==> src/rtl/mul_share_pkg.sv <==
// Shared types and helpers for the shared shift-add multiplier arbiter.
package mul_share_pkg;

   localparam int unsigned DEF_WIDTH = 16;
   localparam int unsigned MAX_REQ   = 32;

   typedef enum logic [1:0] {
      IDLE = 2'd0,
      RUN  = 2'd1,
      DONE = 2'd2
   } state_t;

   // First set bit of req at or after ptr, wrapping modulo n; 0 when none is set.
   function automatic int unsigned rr_pick(input logic [MAX_REQ-1:0] req,
                                           input int unsigned ptr,
                                           input int unsigned n);
      int unsigned idx;
      logic        found;
      rr_pick = 0;
      found   = 1'b0;
      for (int unsigned i = 0; i < MAX_REQ; i++) begin
         if ((i < n) && !found) begin
            idx = (ptr + i) % n;
            if (req[5'(idx)]) begin
               rr_pick = idx;
               found   = 1'b1;
            end
         end
      end
   endfunction

endpackage

==> src/rtl/shift_add_mul.sv <==
// Sequential LSB-first shift-add multiplier with a fixed WIDTH-cycle latency.
module shift_add_mul
   import mul_share_pkg::*;
#(
   parameter int unsigned WIDTH = DEF_WIDTH
) (
   input  logic                 clk,
   input  logic                 rst,
   input  logic                 start,
   input  logic [WIDTH-1:0]     a,
   input  logic [WIDTH-1:0]     b,
   output logic [2*WIDTH-1:0]   prod,
   output logic                 fin
);

   localparam int unsigned PW    = 2 * WIDTH;
   localparam int unsigned CNT_W = $clog2(WIDTH);

   logic [PW-1:0]    a_sh;
   logic [WIDTH-1:0] b_sh;
   logic [CNT_W-1:0] cnt;
   logic             run;

   // The start edge performs iteration 0, so fin rises after WIDTH edges in total.
   always_ff @(posedge clk or posedge rst) begin
      if (rst) begin
         prod <= '0;
         a_sh <= '0;
         b_sh <= '0;
         cnt  <= '0;
         run  <= 1'b0;
         fin  <= 1'b0;
      end else begin
         fin <= 1'b0;
         if (start) begin
            prod <= b[0] ? PW'(a) : '0;
            a_sh <= PW'(a) << 1;
            b_sh <= b >> 1;
            cnt  <= '0;
            run  <= 1'b1;
         end else if (run) begin
            if (b_sh[0]) begin
               prod <= prod + a_sh;
            end
            a_sh <= a_sh << 1;
            b_sh <= b_sh >> 1;
            cnt  <= cnt + CNT_W'(1);
            if (cnt == CNT_W'(WIDTH - 2)) begin
               run <= 1'b0;
               fin <= 1'b1;
            end
         end
      end
   end

endmodule

==> src/rtl/mul_share_arbiter.sv <==
// Round-robin arbiter sharing one sequential multiplier between NUM_REQ requesters.
module mul_share_arbiter
   import mul_share_pkg::*;
#(
   parameter int unsigned WIDTH   = DEF_WIDTH,
   parameter int unsigned NUM_REQ = 4,
   parameter int unsigned ID_W    = 2
) (
   input  logic                       clk,
   input  logic                       rst,
   input  logic [NUM_REQ-1:0]         req,
   input  logic [NUM_REQ*WIDTH-1:0]   a_in,
   input  logic [NUM_REQ*WIDTH-1:0]   b_in,
   output logic [NUM_REQ-1:0]         gnt,
   output logic                       busy,
   output logic                       done,
   output logic [ID_W-1:0]            done_id,
   output logic [WIDTH-1:0]           c,
   output logic                       ovf
);

   state_t              state_q, state_n;
   logic [ID_W-1:0]     ptr_q, ptr_n;
   logic [ID_W-1:0]     id_q, id_n;
   logic [ID_W-1:0]     done_id_n;
   logic [NUM_REQ-1:0]  gnt_n;
   logic                busy_n, done_n, ovf_n;
   logic [WIDTH-1:0]    c_n;
   logic [WIDTH-1:0]    a_sel, b_sel;
   logic [2*WIDTH-1:0]  prod;
   logic                fin;
   logic                start_c;
   int unsigned         pick;

   // Round-robin winner and its operands.
   always_comb begin
      pick  = rr_pick(MAX_REQ'(req), 32'(ptr_q), NUM_REQ);
      a_sel = '0;
      b_sel = '0;
      for (int unsigned i = 0; i < NUM_REQ; i++) begin
         if (i == pick) begin
            a_sel = a_in[i*WIDTH +: WIDTH];
            b_sel = b_in[i*WIDTH +: WIDTH];
         end
      end
   end

   assign start_c = (state_q == IDLE) && (|req);

   shift_add_mul #(
      .WIDTH (WIDTH)
   ) u_mul (
      .clk   (clk),
      .rst   (rst),
      .start (start_c),
      .a     (a_sel),
      .b     (b_sel),
      .prod  (prod),
      .fin   (fin)
   );

   // Next-state and output logic; result registers hold until the next done.
   always_comb begin
      state_n   = state_q;
      ptr_n     = ptr_q;
      id_n      = id_q;
      gnt_n     = '0;
      done_n    = 1'b0;
      done_id_n = done_id;
      c_n       = c;
      ovf_n     = ovf;
      case (state_q)
         IDLE: begin
            if (start_c) begin
               id_n    = ID_W'(pick);
               ptr_n   = (pick == NUM_REQ - 1) ? '0 : ID_W'(pick + 1);
               gnt_n   = NUM_REQ'(1) << pick;
               state_n = RUN;
            end
         end
         RUN: begin
            if (fin) begin
               c_n       = prod[WIDTH-1:0];
               ovf_n     = |prod[2*WIDTH-1:WIDTH];
               done_n    = 1'b1;
               done_id_n = id_q;
               state_n   = DONE;
            end
         end
         DONE: begin
            state_n = IDLE;
         end
         default: begin
            state_n = IDLE;
         end
      endcase
      busy_n = (state_n != IDLE);
   end

   always_ff @(posedge clk or posedge rst) begin
      if (rst) begin
         state_q <= IDLE;
         ptr_q   <= '0;
         id_q    <= '0;
         gnt     <= '0;
         busy    <= 1'b0;
         done    <= 1'b0;
         done_id <= '0;
         c       <= '0;
         ovf     <= 1'b0;
      end else begin
         state_q <= state_n;
         ptr_q   <= ptr_n;
         id_q    <= id_n;
         gnt     <= gnt_n;
         busy    <= busy_n;
         done    <= done_n;
         done_id <= done_id_n;
         c       <= c_n;
         ovf     <= ovf_n;
      end
   end

endmodule
==> config.mk <==
export PLATFORM = sky130hd
export DESIGN_NAME = mul_share_arbiter
export DESIGN_NICKNAME = d
export VERILOG_FILES = /design/src/rtl/mul_share_pkg.sv /design/src/rtl/shift_add_mul.sv /design/src/rtl/mul_share_arbiter.sv
export SDC_FILE = /design/constraint.sdc
export NUM_CORES = 1
export LEC_CHECK = 0
export CAP_MARGIN = 20
export CORE_ASPECT_RATIO = 0.5
export CORE_MARGIN = 5
export CORE_UTILIZATION = 47
export CTS_CLUSTER_DIAMETER = 30
export DETAILED_ROUTE_END_ITERATION = 8
export GPL_TIMING_DRIVEN = 0
export PLACE_DENSITY = 0.87
export RECOVER_POWER = 50
export SYNTH_ARGS = -nofsm -noshare
export SYNTH_HDL_FRONTEND = slang
export SYNTH_SLANG_ARGS = --single-unit
==> constraint.sdc <==
create_clock -name clk -period 3.9 [get_ports clk]
set_input_delay 0.78 -clock clk [delete_from_list [all_inputs] [get_ports clk]]
set_output_delay 0.78 -clock clk [all_outputs]
set_load 0.05 [all_outputs]
# Word-level counts from Yosys, hierarchy flattened
# Index checks and enable logic that the tools add are counted.
[totals] output_inout_bits=25 wordCells=95 register_bits=117 in_bits=134
[op_classes] order_cmp=4 reduce_logical=11 eq_ne=6 add_sub_neg=6 mux=52 shifts=1
[op_table] operator="32-bit two-way mux" n=10
[op_table] operator="16-bit two-way mux" n=11
[op_table] operator="2-bit by 32-bit == test with 1-bit output, first input constant" n=2
[op_table] operator="32-bit adder" n=1
[op_table] operator="1-bit by 32-bit == test with 1-bit output, first input constant" n=1
[op_table] operator="32-bit by 2-bit == test with 1-bit output, second input constant" n=1
[op_table] operator="32-bit zero test" n=1
[op_table] operator="1-bit by 32-bit left shift with 4-bit output, first input constant" n=1
[op_table] operator="2-bit by 6-bit < comparator with 1-bit output, second input constant" n=4
[op_table] operator="1-bit two-way mux" n=17
[op_table] operator="4-bit two-way mux" n=4
[op_table] operator="16-bit OR reduction" n=1
[op_table] operator="2-bit two-way mux" n=5
[op_table] operator="1-bit binary-select mux with 2-bit select" n=4
[op_table] operator="2-bit AND reduction" n=3
[op_table] operator="2-bit nonzero test" n=3
[op_table] operator="2-bit by 1-bit adder with 2-bit output, second input constant" n=2
[op_table] operator="2-bit adder, second input constant" n=2
[op_table] operator="4-bit by 1-bit adder with 4-bit output, second input constant" n=1
[op_table] operator="4-bit == test, second input constant" n=1
[op_table] operator="2-bit one-hot mux with 2 select lines" n=1
[op_table] operator="4-bit OR reduction" n=1
[op_table] operator="2-bit by 1-bit == test with 1-bit output, second input constant" n=1
[op_table] operator="2-bit zero test" n=1
[op_table] operator="1-bit logical AND" n=1

# Logic depth before layout (Yosys ltp)
[depth] ltp_word=16 ltp_mapped=17 ltp_nobuf=16

# Modules after synthesis
# From an unflattened synthesis, not the netlist that was laid out.
[unflattened] hier_cells=863 area_unflattened_um2=7408.4
[modules_own_cells] mod="shift_add_mul" area_per_inst_um2=5250.0 cells_each=573 instances=1
[modules_own_cells] mod="mul_share_arbiter" area_per_inst_um2=2158.3 cells_each=290 instances=1

# Worst setup path before layout
# OpenSTA, ideal clock, no wires.
[synth_path] kind="input to register" startpoint="input req[0]" endpoint="register u_mul.prod[12]" path_buffers=1 arrival_ps=2894 required_time_ps=3781 slack_ps=887 cell_stages=17 path_cell_list="inv_1 > nor2_1 > a21oi_1 > o22ai_1 > a21oi_1 > inv_1 > ha_1 > nand2_1 > nor2_1 > a21oi_1 > nor2_1 > a21oi_1 > nor2_1 > a21oi_1 > clkbuf_1 > o21ai_0 > and2_1"
[synth_via] elab_chain_len=16 word_cells_on_any_way=39 classes_between="eq/ne: 3; mux: 30; reduce/logical: 6"
[synth_lines] item="from (decl)" line_no="mul_share_arbiter.sv:11" source="input logic [NUM_REQ-1:0] req,"
[synth_lines] item="1-bit binary-select mux with 2-bit select" line_no="mul_share_pkg.sv:24" source="if (req[5'(idx)]) begin"
[synth_lines] item="1-bit two-way mux (not written as such)" line_no="mul_share_pkg.sv:24"
[synth_lines] item="2-bit two-way mux (2 in a row)" line_no="mul_share_pkg.sv:24"
[synth_lines] item="32-bit two-way mux" line_no="mul_share_pkg.sv:22" source="if ((i < n) && !found) begin"
[synth_lines] item="32-bit two-way mux" line_no="mul_share_pkg.sv:24"
[synth_lines] item="32-bit two-way mux" line_no="mul_share_pkg.sv:22"
[synth_lines] item="32-bit two-way mux" line_no="mul_share_pkg.sv:24"
[synth_lines] item="32-bit two-way mux *" line_no="mul_share_pkg.sv:22"
[synth_lines] item="via pick[0]" line_no="mul_share_arbiter.sv:33" source="int unsigned pick;"
[synth_lines] item="32-bit zero test" line_no="mul_share_arbiter.sv:41" source="if (i == pick) begin"
[synth_lines] item="16-bit two-way mux (4 in a row)" line_no="mul_share_arbiter.sv:41"
[synth_lines] item="16-bit two-way mux *" line_no="shift_add_mul.sv:36" source="prod <= b[0] ? PW'(a) : '0;"
[synth_lines] item="32-bit two-way mux *" line_no="shift_add_mul.sv:35" source="if (start) begin"
[synth_lines] item="to (signal assigned)" line_no="shift_add_mul.sv:36"
[synth_lines] item="to (signal assigned)" line_no="shift_add_mul.sv:43" source="prod <= prod + a_sh;"
[synth_lines] item="to (decl)" line_no="shift_add_mul.sv:12" source="output logic [2*WIDTH-1:0] prod,"
# The timed path passes the listed nets; every way through them passes the cells marked *. The select of a mux whose other input is x is not followed.
# A chain may end at the register's enable or synchronous reset.

# Worst setup path after layout
[layout_path] startpoint="input req[1]" endpoint="register u_mul.prod[11]"
# Same word-level chain as after synthesis.

==> flow_metrics.py <==
metrics = {
    "final_layout": {
        "layout.nets": 1337,
        "multi_input_area_sq_um": 4480,
        "n_fill_cell": 1306,
        "antenna_cells": 0,
        "syn2layout_area_growth_pct": 33.0,
        "final-seq-area_sq_um": 2880,
        "drive_gt1_share_pct": 5.00,
    },
    "run_status": {
        "violations": "max-capacitance violations, max-slew violations",
        "status": "finished, violations left",
    },
    "floorplanning": {
        "initial_core_util_pct": 47.4,
        "die-height_microns": 100,
        "num_rows": 33,
        "die_w_microns": 191,
        "io_pins": 159,
        "die-area_sq_um": 19200,
        "core-area_sq_um": 16200,
    },
    "power": {
        "ir_drop_mv": 0.422,
        "p_leak_nw": 4.62,
        "power_per_cell_area_nw_per_um2": 901,
    },
    "clock_network": {
        "clk_latency_ps": 420,
        "cts_tree": "built",
        "cts_sinks": 115,
        "root_buffer": "clkbuf_16",
        "cts_max_path_buffers": 2,
        "path_clk_slew_ps": 60,
        "holdBufCountCts": 0,
        "numCtsBuffers": 17,
        "h-tree-depth": 4,
    },
    "sta": {
        "hold_ws_ps": 470,
        "finalHoldViolCount": 0,
        "rsz0062_at_grt": "false",
        "setup-violations-final": 0,
        "fmax_mhz": 273,
        "worstMarginPinSlew_ps": 2140,
        "fin_worst_skew_ps": 5.69,
        "min_period_ps": 3660,
        "finalSetupTns_ps": 0,
        "finalCritPeriodShare_pct": 93.8,
        "drv_slew": 54,
        "setup_ws_ps": 241,
        "relSlewSlack_pct": -42.9,
    },
    "synth": {
        "synth_edf_count": 0,
        "ys.flop_type": "dfrtp_1",
        "synth_warnings": 0,
        "synth.most_common_cell": "a21oi_1",
        "syn_area_sq_um": 7700,
        "synthDominantAreaCellType": "dfrtp_1",
        "ys_ff_latch": 115,
        "synth.distinct_cells": 55,
        "synth_top_family_by_area": "compound AO/OA/AOI/OAI gates",
        "netlist.area_leader.share_pct": 37.4,
        "async_flop_share_pct": 100,
        "seq_area_frac_synth_pct": 37.4,
        "synth_common_cells": "a21oi_1, nand2_1, nor2_1",
        "synth-compound-area-share_pct": 23.4,
        "synth_area_leaders": "dfrtp_1, a21oi_1, nand2_1",
        "syn_avg_cell_area_sq_um": 7.79,
        "syn-num-nets": 1159,
        "muxShareOfSynthArea_pct": 4.29,
        "synth-simple-area-share_pct": 21.7,
        "synthAdderAreaFrac_pct": 6.11,
        "synth_xor_area_share_pct": 2.62,
        "synthCells": 988,
    },
    "critical_path": {
        "cp.required_ps": 4200,
        "r2r-end": "u_mul.prod[11]$_DFFE_PP0P_",
        "r2r_cells": 16,
        "end_kind": "register",
        "critPathMaxFanout": 10,
        "rrSetupSlack_ps": 760,
        "worstSetupEndpoint": "u_mul.prod[11]$_DFFE_PP0P_",
        "arrival_ps": 3960,
        "cp-start-kind": "primary input",
        "crit_type": "in2reg",
        "cp-startpoint": "req[1]",
        "r2r_start": "ptr_q[0]$_DFFE_PP0P_",
    },
    "global_route": {
        "grt_max_degree": 63,
        "antenna_found_initial": 0,
        "grt_pass1_vias": 8212,
        "grtUsageTotal_pct": 27.0,
        "overflow": 0,
        "grt_pass1_wl_mm": 41.5,
    },
    "place": {
        "dpl.hpwl_mm": 19.7,
        "port_buffers": 158,
        "dp_slack_ps": -425,
        "gp_congestion": 0.962,
    },
    "route": {
        "firstDrtPassIters": 5,
        "drc_errors": 0,
        "drt_iter0_drc": 932,
        "vias": 8261,
        "drt-wirelength-per-cell_microns": 18.6,
        "finalWirelength_mm": 26.2,
        "detail-route-antenna-nets": 0,
        "routed_via_density": 5.88,
    },
    "worst_hold_path": {
        "hp-class": "reg2reg",
    },
    "job": {
        "cap_violations": 1,
    },
}
## logic make-up (layout without fill, tap and decap cells)
kind of cell,Yosys count,in the layout
multiplexers,33,33
XOR/XNOR,23,23
AND/OR/NAND/NOR,386,386
buffers and inverters,91,282
flip-flops,115,115
adder cells (fa/ha/maj),37,37
AO/OA/AOI/OAI,303,303
## worst min-delay path by stage
stage	cells after the start	end	slack, ps	startpoint
after floorplan	1	state_q[0]$_DFF_PP0_	440	u_mul.fin$_DFF_PP0_
after global placement	1	state_q[0]$_DFF_PP0_	450	u_mul.fin$_DFF_PP0_
after detailed placement	2	c[8]$_DFFE_PP0P_	460	c[8]$_DFFE_PP0P_
after CTS	2	c[8]$_DFFE_PP0P_	480	c[8]$_DFFE_PP0P_
after global routing	1	state_q[0]$_DFF_PP0_	490	u_mul.fin$_DFF_PP0_
final	2	c[11]$_DFFE_PP0P_	470	c[11]$_DFFE_PP0P_
## placed cells by master (no fill, tap or decap), types with 9 or more instances in the layout
cell type and count:
o21ai_0 38, ha_1 36, nand3_1 12, or3_1 10
clkbuf_1 53, clkbuf_16 17, buf_1 9, xnor2_1 12
inv_1 17, nor2_1 140, nand2_1 157, a21oi_1 155
nor2b_1 17, o21ai_1 10, mux2i_1 33, clkdlybuf4s50_1 157
o31ai_1 12, dfrtp_1 115, xor2_1 11, nor3_1 12
a211oi_1 32
## worst max-delay path, stage by stage
cell,delay [ps]
clkdlybuf4s50_1,550
inv_1,80
a21oi_1,130
o22ai_1,100
a21oi_1,310
inv_1,130
ha_1,300
clkbuf_1,250
nand2_1,120
nor2_1,40
a21oi_1,130
nor2_1,70
a21oi_1,150
nor2_1,60
a21oi_1,310
nor3_1,100
a311o_1,340
## area by class of cell
type,instances,area share [%]
Clock inverter,15,1.99
Timing Repair Buffer,159,15.7
Clock buffer,17,4.16
Sequential cell,115,28.1
Tap cell,227,2.77
Buffer,73,2.81
Inverter,18,0.660
Multi-Input combinational cell,782,43.8
## layer usage
layer | track usage, % | part of all wire (%) | vias to the layer above | routed length [microns]
met3 | 6.09 | 9.8 | 65 | 2560
met1 | 36.2 | 42 | 3915 | 11100
met4 | 8.77 | 2.3 | 0 | 604
li1 | - | - | 3808 | -
met2 | 44.0 | 46 | 473 | 11900
met5 | 0 | 0 | - | 0
## timing repair
item	4_1_cts	5_1_grt
endpoints found under the setup margin	0	21
buffers inserted	0	0
resized for setup	0	9
## registers in the layout, summed over array words and instances (netlist names)
| signal | flops |
|---|---|
| u_mul.prod | 32 |
| u_mul.a_sh | 31 |
| c | 16 |
| u_mul.b_sh | 15 |
| state_q | 2 |
| busy | 1 |
| done | 1 |
| u_mul.cnt | 4 |
| ptr_q | 2 |
| u_mul.run | 1 |
| done_id | 2 |
| id_q | 2 |
| u_mul.fin | 1 |
| ovf | 1 |
| gnt | 4 |
## through the flow
| stage | instance area (sq um) | util [%] | power (mW) | instances |
|---|---|---|---|---|
| 3_3_place_gp | 9560 | 58.9 | 7.13 | 1373 |
| 5_1_grt | 10200 | 63.1 | 9.82 | 1406 |
| 3_5_place_dp | 9590 | 59.1 | 7.33 | 1374 |
| 4_1_cts | 10200 | 63.0 | 9.08 | 1406 |
| 6_report | 10200 | 63.1 | 9.23 | 1406 |
| 2_1_floorplan | 7700 | - | 5.84 | 988 |
## report_power, final
group	switching [mW]	internal [mW]	total (mW)	leakage [nW]
Combinational	3.41	1.99	5.40	2.86
Clock	0.603	1.07	1.68	0.308
Sequential	0.431	1.72	2.15	1.45
No activity file was read; power rests on OpenSTA's default activity.
==> patch, RTL diff (config.mk and constraints unchanged) <==
One comparison of `cnt` changes from == to >=.
--- a/src/rtl/shift_add_mul.sv
+++ b/src/rtl/shift_add_mul.sv
@@ -45,7 +45,7 @@
             a_sh <= a_sh << 1;
             b_sh <= b_sh >> 1;
             cnt  <= cnt + CNT_W'(1);
-            if (cnt == CNT_W'(WIDTH - 2)) begin
+            if (cnt >= CNT_W'(WIDTH - 2)) begin
                run <= 1'b0;
                fin <= 1'b1;
             end
Function: same outputs for any inputs over 4 cycles, from zero or initial values and one cycle with rst high; that may be too few to reach the edited logic, so the function may still have changed.
==> patch against the unedited design <==
The run still ends with max-capacitance violations, max-slew violations left; area after synthesis shrank 2.2%; sequential cell count is the same; count of clock-buffer cells in the layout grew 4; setup slack gained 48 ps; final cell count shrank 5.1%; hold slack lost 5.5 ps; cell area shrank 2.9%; maximum frequency grew 1.3%; power shrank 3.4%; global-route usage shrank 0.099 points; wire length shrank 3.0%; first-iteration DRC count shrank 10%; critical path type unchanged; critical endpoint is now u_mul.prod[9]; largest power group unchanged.
==> patch: results (changes against the unedited design) <==
.. list-table::
   :header-rows: 1

   * - Metric
     - Value
   * - Run status
     - finished, violations left
   * - Violations in the final reports
     - max-capacitance violations, max-slew violations
   * - Proportion of synthesized area in mux cells
     - 0.0412 (-0.00168)
   * - Hold_sp
     - u_mul.fin
   * - Class of the worst hold path
     - flip-flop to flip-flop
   * - Gate family responsible for the most delay along the worst path
     - buffers and inverters
   * - Fin crit period
     - 3610 ps (-48.4 ps)
   * - Max Transition Viols Final
     - 49 (-9.3%)
   * - First-iteration detailed-routing DRC count
     - 836 (-10%)
   * - Maximum number of pins on one net before global-route repair
     - 69 (+9.5%)
   * - Final worst clock skew
     - 10.3 ps (+4.58 ps)
   * - R2r startpoint
     - ptr_q[1]
   * - Worst hold endpoint
     - state_q[0]
   * - Number of detailed-routing iterations run before antenna repair
     - 7 (+2)
   * - Count of vias placed by the detailed router
     - 7679 (-7.0%)
   * - Number of synthesis warnings
     - 0 (unchanged)
   * - Critical path arrival
     - 3910 ps (-50 ps)
   * - Routed vias/inst
     - 5.76 (-2.0%)
   * - Most frequently used flop master after synthesis
     - dfrtp_1
   * - Worst Tran Pin Value
     - 2200 ps (+61.7 ps)
   * - Largest cells by area after synthesis
     - dfrtp_1 38%, a21oi_1 9.5%, nand2_1 7.5%
   * - R2r endpoint
     - u_mul.prod[9]
   * - Clock network power
     - 1.45 mW (-14%)
   * - Setup slack at placement
     - -344 ps (+81.1 ps)
   * - Number of global-route vias before repair
     - 7740 (-5.7%)
   * - Arithmetic-cell share of the synthesized area counting full adders, half adders and majority gates
     - 0.0625 (+0.00140)
   * - Placer Congestion
     - 0.963 (about the same)
   * - Maxcap violations
     - 1 (unchanged)
   * - Leakage power figure
     - 4.61 nW (-0.24%)
   * - Synth top cells by count
     - 150 x nand2_1, 143 x a21oi_1, 138 x nor2_1
   * - Portion of the post-synthesis area used by sequential elements
     - 0.383 (+0.00858)
   * - Placed Instance Area
     - 0.00939 mm² (-2.1%)
   * - CP Launch Point
     - req[0]
   * - Power share of the clock group
     - 0.163 (-0.019)
   * - Xor and xnor area share after synthesis
     - 0.0326 (+0.00642)
   * - Proportion of layout cells with a drive suffix above 1
     - 0.0558 (+0.00571)
   * - Worst-case reg-to-reg path depth
     - 13 (-3)
   * - Final Routed Wirelength
     - 25.4 mm (-3.0%)
   * - Net load switching power
     - 4.29 mW (-3.5%)
   * - Synth Area in Compound Gates
     - 0.225 (-0.00943)
   * - Net count after synthesis
     - 1111 (-4.1%)
   * - Overall global routing resource usage
     - 0.269 (-0.000987)
   * - Hold Path Stages
     - 1 (-1)
   * - Worst-case vdd ir drop
     - 455 µV (+7.7%)
   * - DPL Wire Length
     - 18.9 mm (-4.2%)
   * - Global-route wire length before repair
     - 40.5 mm (-2.4%)
   * - Worst Hold Margin
     - 464 ps (-5.46 ps)
   * - Maximum single-stage delay on the critical path
     - 520 ps (-30 ps)
   * - Number of distinct library cells after synthesis
     - 56 (+1.8%)
   * - Count of mapped cells out of synthesis
     - 940 (-4.9%)
[patch: cell types whose count changed after synthesis, sizes merged, moves of 7 or more]
cell,change
a21o,+8
a21oi,-16
clkbuf,-8
nor3,-8
o21ai,-9
xor2,+7
[patch: routing by layer]
| metal | vias up | global-route usage | share of wire |
|---|---|---|---|
| li1 | 3637 | - | - |
| met1 | 3593 | 0.353 | 0.42 |
| met2 | 392 | 0.440 | 0.46 |
| met3 | 57 | 0.0726 | 0.095 |
| met4 | 0 | 0.0823 | 0.019 |
| met5 | - | 0 | 0 |
[patch: area by class of cell]
type                    instances  area [µm²]
fillers                      1304        5600
multi-input cells             749        4310
flip-flops and latches        115        2880
repair buffers                159        1590
clock buffers                  21         460
plain buffers                  61         297
well taps                     204         255
clock inverters                10        85.1
inverters                      15        57.6
